## src/rtl/alu_dispatch.sv

```systemverilog
// Two-stage issue/capture front end for the 32-bit ALU: S1 drives the ALU, S2 captures result, flags and tag.
// Latency 2 cycles accept-to-out_valid; full throughput; with S2 stalled, one more op parks in S1, then in_ready drops.
module alu_dispatch #(
  parameter int DATA_W = 32,
  parameter int TAG_W  = 5
) (
  input  logic              clk,
  input  logic              reset_n,
  input  logic              in_valid,
  output logic              in_ready,
  input  logic [3:0]        in_op,
  input  logic [DATA_W-1:0] in_a,
  input  logic [DATA_W-1:0] in_b,
  input  logic [TAG_W-1:0]  in_tag,
  output logic [DATA_W-1:0] alu_op_a,
  output logic [DATA_W-1:0] alu_op_b,
  output logic [3:0]        alu_op_code,
  input  logic [DATA_W-1:0] alu_out,
  input  logic              alu_flag_carry,
  input  logic              alu_flag_overflow,
  input  logic              alu_flag_parity,
  input  logic              alu_flag_neg,
  output logic              out_valid,
  input  logic              out_ready,
  output logic [DATA_W-1:0] out_result,
  output logic [TAG_W-1:0]  out_tag,
  output logic              out_carry,
  output logic              out_overflow,
  output logic              out_parity,
  output logic              out_neg
);

  localparam logic [3:0] OP_NOP = 4'd0;
  localparam logic [3:0] OP_ADD = 4'd9;
  localparam logic [3:0] OP_SUB = 4'd10;
  localparam logic [3:0] OP_RSV = 4'd13;

  typedef struct packed {
    logic [3:0]        op;
    logic [DATA_W-1:0] a;
    logic [DATA_W-1:0] b;
    logic [TAG_W-1:0]  tag;
  } req_t;

  typedef struct packed {
    logic [DATA_W-1:0] result;
    logic [TAG_W-1:0]  tag;
    logic              carry;
    logic              overflow;
    logic              parity;
    logic              neg;
  } res_t;

  logic s1_valid;
  req_t s1_q;
  res_t s2_q;
  logic carry_q;

  logic s1_drop;
  logic s1_adv;
  logic s2_load;
  logic is_addsub;
  logic accept;

  assign s1_drop   = (s1_q.op == OP_NOP) || (s1_q.op >= OP_RSV);
  assign s1_adv    = s1_valid && (s1_drop || !out_valid || out_ready);
  assign in_ready  = !s1_valid || s1_adv;
  assign accept    = in_valid && in_ready;
  assign s2_load   = s1_adv && !s1_drop;
  assign is_addsub = (s1_q.op == OP_ADD) || (s1_q.op == OP_SUB);

  // S1 payload is zeroed whenever it empties so the ALU sees a quiet NOP.
  always_ff @(posedge clk) begin
    if (!reset_n) begin
      s1_valid <= 1'b0;
      s1_q     <= '0;
    end else if (accept) begin
      s1_valid <= 1'b1;
      s1_q     <= '{op: in_op, a: in_a, b: in_b, tag: in_tag};
    end else if (s1_adv) begin
      s1_valid <= 1'b0;
      s1_q     <= '0;
    end
  end

  // A load in the same cycle as a drain wins, keeping out_valid high.
  always_ff @(posedge clk) begin
    if (!reset_n) begin
      out_valid <= 1'b0;
      s2_q      <= '0;
      carry_q   <= 1'b0;
    end else if (s2_load) begin
      out_valid <= 1'b1;
      s2_q      <= '{result:   alu_out,
                     tag:      s1_q.tag,
                     carry:    is_addsub ? alu_flag_carry : carry_q,
                     overflow: alu_flag_overflow,
                     parity:   alu_flag_parity,
                     neg:      alu_flag_neg};
      if (is_addsub) carry_q <= alu_flag_carry;
    end else if (out_valid && out_ready) begin
      out_valid <= 1'b0;
    end
  end

  assign alu_op_code  = s1_q.op;
  assign alu_op_a     = s1_q.a;
  assign alu_op_b     = s1_q.b;

  assign out_result   = s2_q.result;
  assign out_tag      = s2_q.tag;
  assign out_carry    = s2_q.carry;
  assign out_overflow = s2_q.overflow;
  assign out_parity   = s2_q.parity;
  assign out_neg      = s2_q.neg;

endmodule

```

## config.mk

```make
export PLATFORM = sky130hd
export DESIGN_NAME = alu_dispatch
export DESIGN_NICKNAME = d
export VERILOG_FILES = /design/src/rtl/alu_dispatch.sv
export SDC_FILE = /design/constraint.sdc
export NUM_CORES = 1
export LEC_CHECK = 0
export ABC_AREA = 1
export BUFFER_PORTS_ARGS = -buffer_cell sky130_fd_sc_hd__buf_2
export CAP_MARGIN = 20
export CORE_MARGIN = 5
export CORE_UTILIZATION = 47
export DETAILED_ROUTE_END_ITERATION = 16
export PLACE_DENSITY = 0.91
export SLEW_MARGIN = 10
export SYNTH_ARGS = -nofsm -noshare
export SYNTH_HDL_FRONTEND = slang
export SYNTH_SLANG_ARGS = --single-unit
```

## constraint.sdc

```tcl
create_clock -name clk -period 1.42 [get_ports clk]
set_input_delay 0.142 -clock clk [delete_from_list [all_inputs] [get_ports clk]]
set_output_delay 0.142 -clock clk [all_outputs]
set_load 0.01 [all_outputs]
```

==> results of run 1 <==
## cells in the mapped netlist
cell type	number	area (um^2)
nor2_2	1	6.26
nand3_2	20	200
buf_12	1	20.0
nand4_1	1	6.26
buf_8	2	30.0
buf_1	1	3.75
clkbuf_1	18	67.6
nand2_4	1	11.3
buf_2	14	70.1
buf_6	7	78.8
a21oi_2	18	158
inv_1	11	41.3
o21ai_0	40	200
a21oi_1	58	290
dfxtp_1	116	2320
nor2_1	86	323
nand3_4	1	17.5
nand2_1	83	312
buf_4	68	510
inv_2	1	3.75
nand2_2	3	18.8
nand3_1	54	270
## worst min-delay path by stage
stage / slack (ns) / depth (start not counted) / to / startpoint
final: 0.04 / 3 / alu_op_a[12]$_SDFFE_PN0P_ / in_valid
after detailed placement: 0.40 / 3 / out_parity$_SDFFE_PN0P_ / alu_flag_parity
after floorplan: 0.28 / 2 / out_neg$_SDFFE_PN0P_ / reset_n
after CTS: 0.01 / 3 / alu_op_a[12]$_SDFFE_PN0P_ / in_valid
after global placement: 0.39 / 3 / out_result[7]$_SDFFE_PN0P_ / alu_out[7]
after global routing: 0.02 / 3 / alu_op_a[13]$_SDFFE_PN0P_ / in_valid
## critical path, stage by stage, from the launching register on
cell and delay (ns):
dfxtp_2 0.34, inv_1 0.08, nand2_1 0.06, nand2_1 0.06, nand2_1 0.07, nand2_2 0.11, buf_12 0.13, clkinvlp_4 0.17
buf_12 0.21, nor2_1 0.18, nor2_1 0.10
## flip-flops by register name (all words and copies together), names as in the netlist
| register | count |
|---|---|
| out_overflow | 1 |
| out_tag | 5 |
| carry_q | 1 |
| out_neg | 1 |
| out_result | 32 |
| s1_valid | 1 |
| alu_op_code | 4 |
| out_parity | 1 |
| alu_op_a | 32 |
| alu_op_b | 32 |
| s1_q | 5 |
| out_valid | 1 |
## power groups by stage
stage | combinational (uW) | sequential (uW) | clock (uW)
3_5_place_dp | 989 | 3600 | 0
6_report | 1400 | 3560 | 4530
4_1_cts | 1230 | 3540 | 4550
3_3_place_gp | 971 | 3590 | 0
5_1_grt | 1490 | 3570 | 4760
2_1_floorplan | 630 | 3620 | 0
## per-layer routing
metal,global-route usage,vias up,share of wire
met5,0,-,0
met4,0.138,0,0.053
li1,-,2456,-
met1,0.295,2496,0.36
met2,0.453,420,0.48
met3,0.0786,94,0.099
## stage by stage
| stage | hold WS, ns | area (um^2) | TNS [ns] | total power, uW | utilization |
|---|---|---|---|---|---|
| after floorplan | 0.278 | 4960 | 0 | 4250 | - |
| after CTS | 0.0101 | 7510 | -2.38 | 9320 | 0.727 |
| after global placement | 0.394 | 5680 | 0 | 4560 | 0.550 |
| final | 0.0386 | 7730 | -4.77 | 9490 | 0.749 |
| after global routing | 0.0179 | 7730 | -12.42 | 9830 | 0.749 |
| after detailed placement | 0.402 | 5680 | -0.511 | 4590 | 0.550 |
## final cells by class
class | count | area (um^2)
clock inverters | 12 | 178
fillers | 645 | 2600
multi-input cells | 366 | 1890
clock buffers | 20 | 455
inverters | 12 | 48.8
well taps | 136 | 170
repair buffers | 363 | 2650
flip-flops and latches | 116 | 2340
## logic make-up after synthesis
group | count (synthesis) | share of synthesized area
DFF | 116 | 0.468
and+or+nand+nor | 250 | 0.235
AOI/OAI and AO/OA | 116 | 0.131
buffers and inverters | 123 | 0.166
## what timing repair did
item,4_1_cts,5_1_grt
hold buffers,111,0
resized for setup,13,31
setup endpoints to repair,41,112
pin swaps,3,6
hold endpoints to repair,110,0
gates cloned,1,5
setup buffers,3,3
==> flow_summary.json, run 1 <==
{
  "hpwl_mm": 9.10,
  "rsz0062_at_grt": "true",
  "dp.cells": 870,
  "setup.worst_path.start": "alu_op_code[3]$_SDFFE_PN0P_",
  "failed_checks": "negative setup slack",
  "pin_count": 224,
  "r2r_cells": 10,
  "yosysSeqAreaShare": 0.468,
  "gp_congestion": 0.897,
  "cts_tree": "done",
  "grtUsageTotal": 0.264,
  "regToRegEndpoint": "out_result[17]$_SDFFE_PN0P_",
  "outcome": "finished, violations left",
  "layout_common_cells": "buf_2, dlygate4sd3_1, dfxtp_1",
  "first_iter_violations": 707,
  "clock_sinks": 116,
  "grt_pass1_wl_mm": 27.1,
  "pwr_density_cell_mw_per_mm2": 1230,
  "cts-buffers-inserted": 17,
  "maxCapViolCount": 0,
  "end_kind": "flop",
  "ant_nets": 0,
  "p_comb_frac": 0.148,
  "dr.pass1.iters": 6,
  "setup_viol": 98,
  "drc": 0,
  "die_w_um": 113,
  "wl_per_cell_um": 18.3,
  "grt_pass1_vias": 5362,
  "reg2reg_from": "alu_op_code[3]$_SDFFE_PN0P_",
  "syn_area_mm2": 0.00496,
  "antenna_found_initial": 0,
  "power_frac_seq": 0.375,
  "htree_levels": 4,
  "period_minus_slack_ns": 1.64,
  "vias": 5466,
  "p_clk_frac": 0.478,
  "finClkSkew_ns": 0.00767,
  "irDropWorstVdd_mv": 0.690,
  "syn-mean-instance-area_um2": 8.20,
  "dp_slack_ns": -0.0461,
  "crit_end": "out_result[17]$_SDFFE_PN0P_",
  "via_per_inst": 5.33,
  "clock_latency_ns": 0.49,
  "hold_class": "in -> reg",
  "fmax_mhz": 610,
  "synth_cells": 605,
  "core_mm2": 0.0103,
  "p_leak_uw": 0.00357,
  "path_clk_slew_ns": 0.06,
  "switching_share": 0.249,
  "finalNetCount": 989,
  "relSlewSlack": 0.739,
  "cts_root_buf": "clkbuf_8",
  "io_buffers": 223,
  "crit_type": "reg -> reg",
  "fin_cells": 1025,
  "grt_overflow": 0,
  "hold_viol": 0,
  "synthDistinctLibCells": 22,
  "crit_fanout": 20,
  "area_growth_pct": 55.8,
  "setup_slack_ns": -0.219,
  "die-height_um": 113,
  "required_ns": 1.79,
  "internal-power_uw": 7120,
  "reg2reg_slack_ns": -0.22,
  "drive_above_1_share": 0.409,
  "arrival_ns": 2.01,
  "synth-seq-cells": 116,
  "grt_max_degree": 76,
  "synth_nets": 718,
  "rows": 37,
  "clockBufferDepth": 2,
  "yosysWarnings": 0,
  "worst_pin_slew_ns": 0.392,
  "diodes": 0,
  "switchingPower_uw": 2360,
  "start_kind": "flop",
  "initial_core_util": 0.481,
  "fin_crit_sh": 1.15,
  "layout_commonest_cell": "buf_2",
  "dieArea_mm2": 0.0127,
  "wl_mm": 18.8,
  "slew_violations": 0
}
(Power assumes the default switching activity.)
==> run 2: changes to the inputs <==
--- a/config.mk
+++ b/config.mk
@@ -11,7 +11,7 @@
 export CORE_MARGIN = 5
 export CORE_UTILIZATION = 47
 export DETAILED_ROUTE_END_ITERATION = 16
-export PLACE_DENSITY = 0.91
+export PLACE_DENSITY_LB_ADDON = 0.08
 export SLEW_MARGIN = 10
 export SYNTH_ARGS = -nofsm -noshare
 export SYNTH_HDL_FRONTEND = slang
==> run 2 against run 1 <==
Against the previous run: the flow still finishes with violations (negative setup slack); sequential share of layout area down 0.85 points; maximum frequency up 8.1%; total power down 0.91%; via count down 6.3%; clock-buffer cell count up 3; combinational power about the same; non-clock buffer count up 9; sequential cell count unchanged; critical endpoint is now in_ready; largest cell class unchanged.
==> flow_summary.json, run 2 (synthesis results as in run 1) <==
{
  "grtUsageTotal": 0.241,
  "ant_nets": 0,
  "wl_mm": 16.3,
  "wl_met2_mm": 8.19,
  "totalPowerFinal_uw": 9400,
  "highest_layer": "met4",
  "finalNetCount": 998,
  "die-height_um": 113,
  "hold_viol": 0,
  "drive_above_1_share": 0.419,
  "gp_congestion": 0.877,
  "required_ns": 1.28,
  "setup_slack_ns": -0.0956,
  "rows": 37,
  "initial_core_util": 0.481,
  "crit_fanout": 3,
  "relSlewSlack": 0.798,
  "finalSetupTns_ns": -0.471,
  "grt_max_degree": 54,
  "crit_chain": "nand2_2 -> inv_2 -> nand2_4 -> nand3_4 -> buf_12 -> buf_6",
  "path_delay_family": "flip-flops",
  "finClkSkew_ns": 0.0109,
  "setup_viol": 18,
  "drt-met1-wl_mm": 6.54,
  "arrival_ns": 1.37,
  "io_buffers": 223,
  "fin_util": 0.770,
  "clock_sinks": 116,
  "die_w_um": 113,
  "antenna_found_initial": 1,
  "cts_tree": "done",
  "crit_type": "reg -> out",
  "cts_root_buf": "clkbuf_8",
  "area_growth_pct": 60.2,
  "outcome": "finished, violations left",
  "cp_slowest_stage_delay_ns": 0.35,
  "drc": 0,
  "num-fill-cells": 726,
  "dp.cells": 872,
  "wl_per_cell_um": 15.8,
  "p_leak_uw": 0.00369,
  "fin_crit_sh": 1.07,
  "end_kind": "primary output",
  "crit_slowest_cell": "dfxtp_4",
  "first_iter_violations": 432,
  "wl_met3_mm": 1.25,
  "failed_checks": "negative setup slack",
  "irDropWorstVdd_mv": 0.738,
  "pin_count": 224,
  "dr.pass1.iters": 4,
  "grt_overflow": 0,
  "path_clk_slew_ns": 0.05,
  "core_mm2": 0.0103,
  "worst_pin_slew_ns": 0.303,
  "pwr_density_cell_mw_per_mm2": 1180,
  "layout_common_cells": "buf_2, dlygate4sd3_1, dfxtp_1",
  "cp_num_buf_inv": 3,
  "register_area_mm2": 0.00234,
  "dieArea_mm2": 0.0127,
  "hpwl_mm": 9.24,
  "rsz0062_at_grt": "true",
  "slew_violations": 0,
  "period_minus_slack_ns": 1.52,
  "layout_commonest_cell": "buf_2",
  "grt_pass1_vias": 5062,
  "clock_latency_ns": 0.52,
  "start_kind": "flop",
  "via_per_inst": 4.95,
  "fmax_mhz": 660,
  "clockBufferDepth": 2,
  "grt_pass1_wl_mm": 24.8,
  "maxCapViolCount": 0,
  "fin_cells": 1035,
  "htree_levels": 4,
  "hold_class": "in -> reg",
  "vias": 5123,
  "cts-buffers-inserted": 17,
  "multiInputGateArea_mm2": 0.00196
}
run 2: changes by cell type in the layout (fill, tap and decap cells not counted), moves of 3 or more:
cell,delta
buf_8,+3
clkbuf_1,+3
nor2_1,-9
a21oi_2,-3
a21oi_1,+3
o21ai_1,+7
clkinvlp_4,-3
nor2_4,+7
o21ai_0,-7
run 2: worst reg2reg max path: cells and delay by family (launching register included):
family,cells,cell delay (ns)
compound gates,2,0.52
flops,1,0.32
buf+inv,2,0.32
simple gates,2,0.24
run 2: what timing repair did:
item / in CTS / in global routing
hold buffers: 112 / 0
cloned: 1 / 7
gates resized for setup: 19 / 65
hold endpoints to repair: 116 / 0
pin swaps: 6 / 4
setup endpoints to repair: 1 / 106
buffers inserted: 7 / 3
run 2: final timing paths:
path	startpoint	endpoint	slack, ns	cells after the start
worst max-delay path	alu_op_code[3]$_SDFFE_PN0P_	in_ready	-0.1	6
worst min-delay path	out_ready	carry_q$_SDFFE_PN0P_	0.18	6
worst max register to register	out_valid$_SDFFE_PN0P_	out_result[18]$_SDFFE_PN0P_	-0.09	6
worst min register to register	s1_q[3]$_SDFFE_PN0P_	s1_q[3]$_SDFFE_PN0P_	0.46	2
run 2: cell type report:
type	instances	share of cell area
inverter	12	0.00661
multi-input combinational	366	0.247
sequential	116	0.294
antenna	1	0.000315
clock buffer	23	0.0587
timing repair buffer	372	0.353
clock inverter	9	0.0189
tap	136	0.0214
run 2: routing by layer:
layer,GRT usage,vias to the layer above
met4,0.0793,0
met2,0.418,220
met1,0.277,2390
li1,-,2483
met3,0.0824,30
met5,0,-
run 2: per-stage QoR:
stage	area [um^2]	hold slack, ns	worst slack [ns]
floorplan	4960	0.278	0.190
global placement	5710	0.395	0.0885
detailed placement	5710	0.401	0.0200
CTS	7570	0.119	-0.112
global route	7950	0.231	-0.171
finish	7950	0.182	-0.0956
run 2: power breakdown:
part           internal [uW]  switching, uW
clock                   2980           1450
sequential              3440            110
combinational            746            676
total                   7170           2230
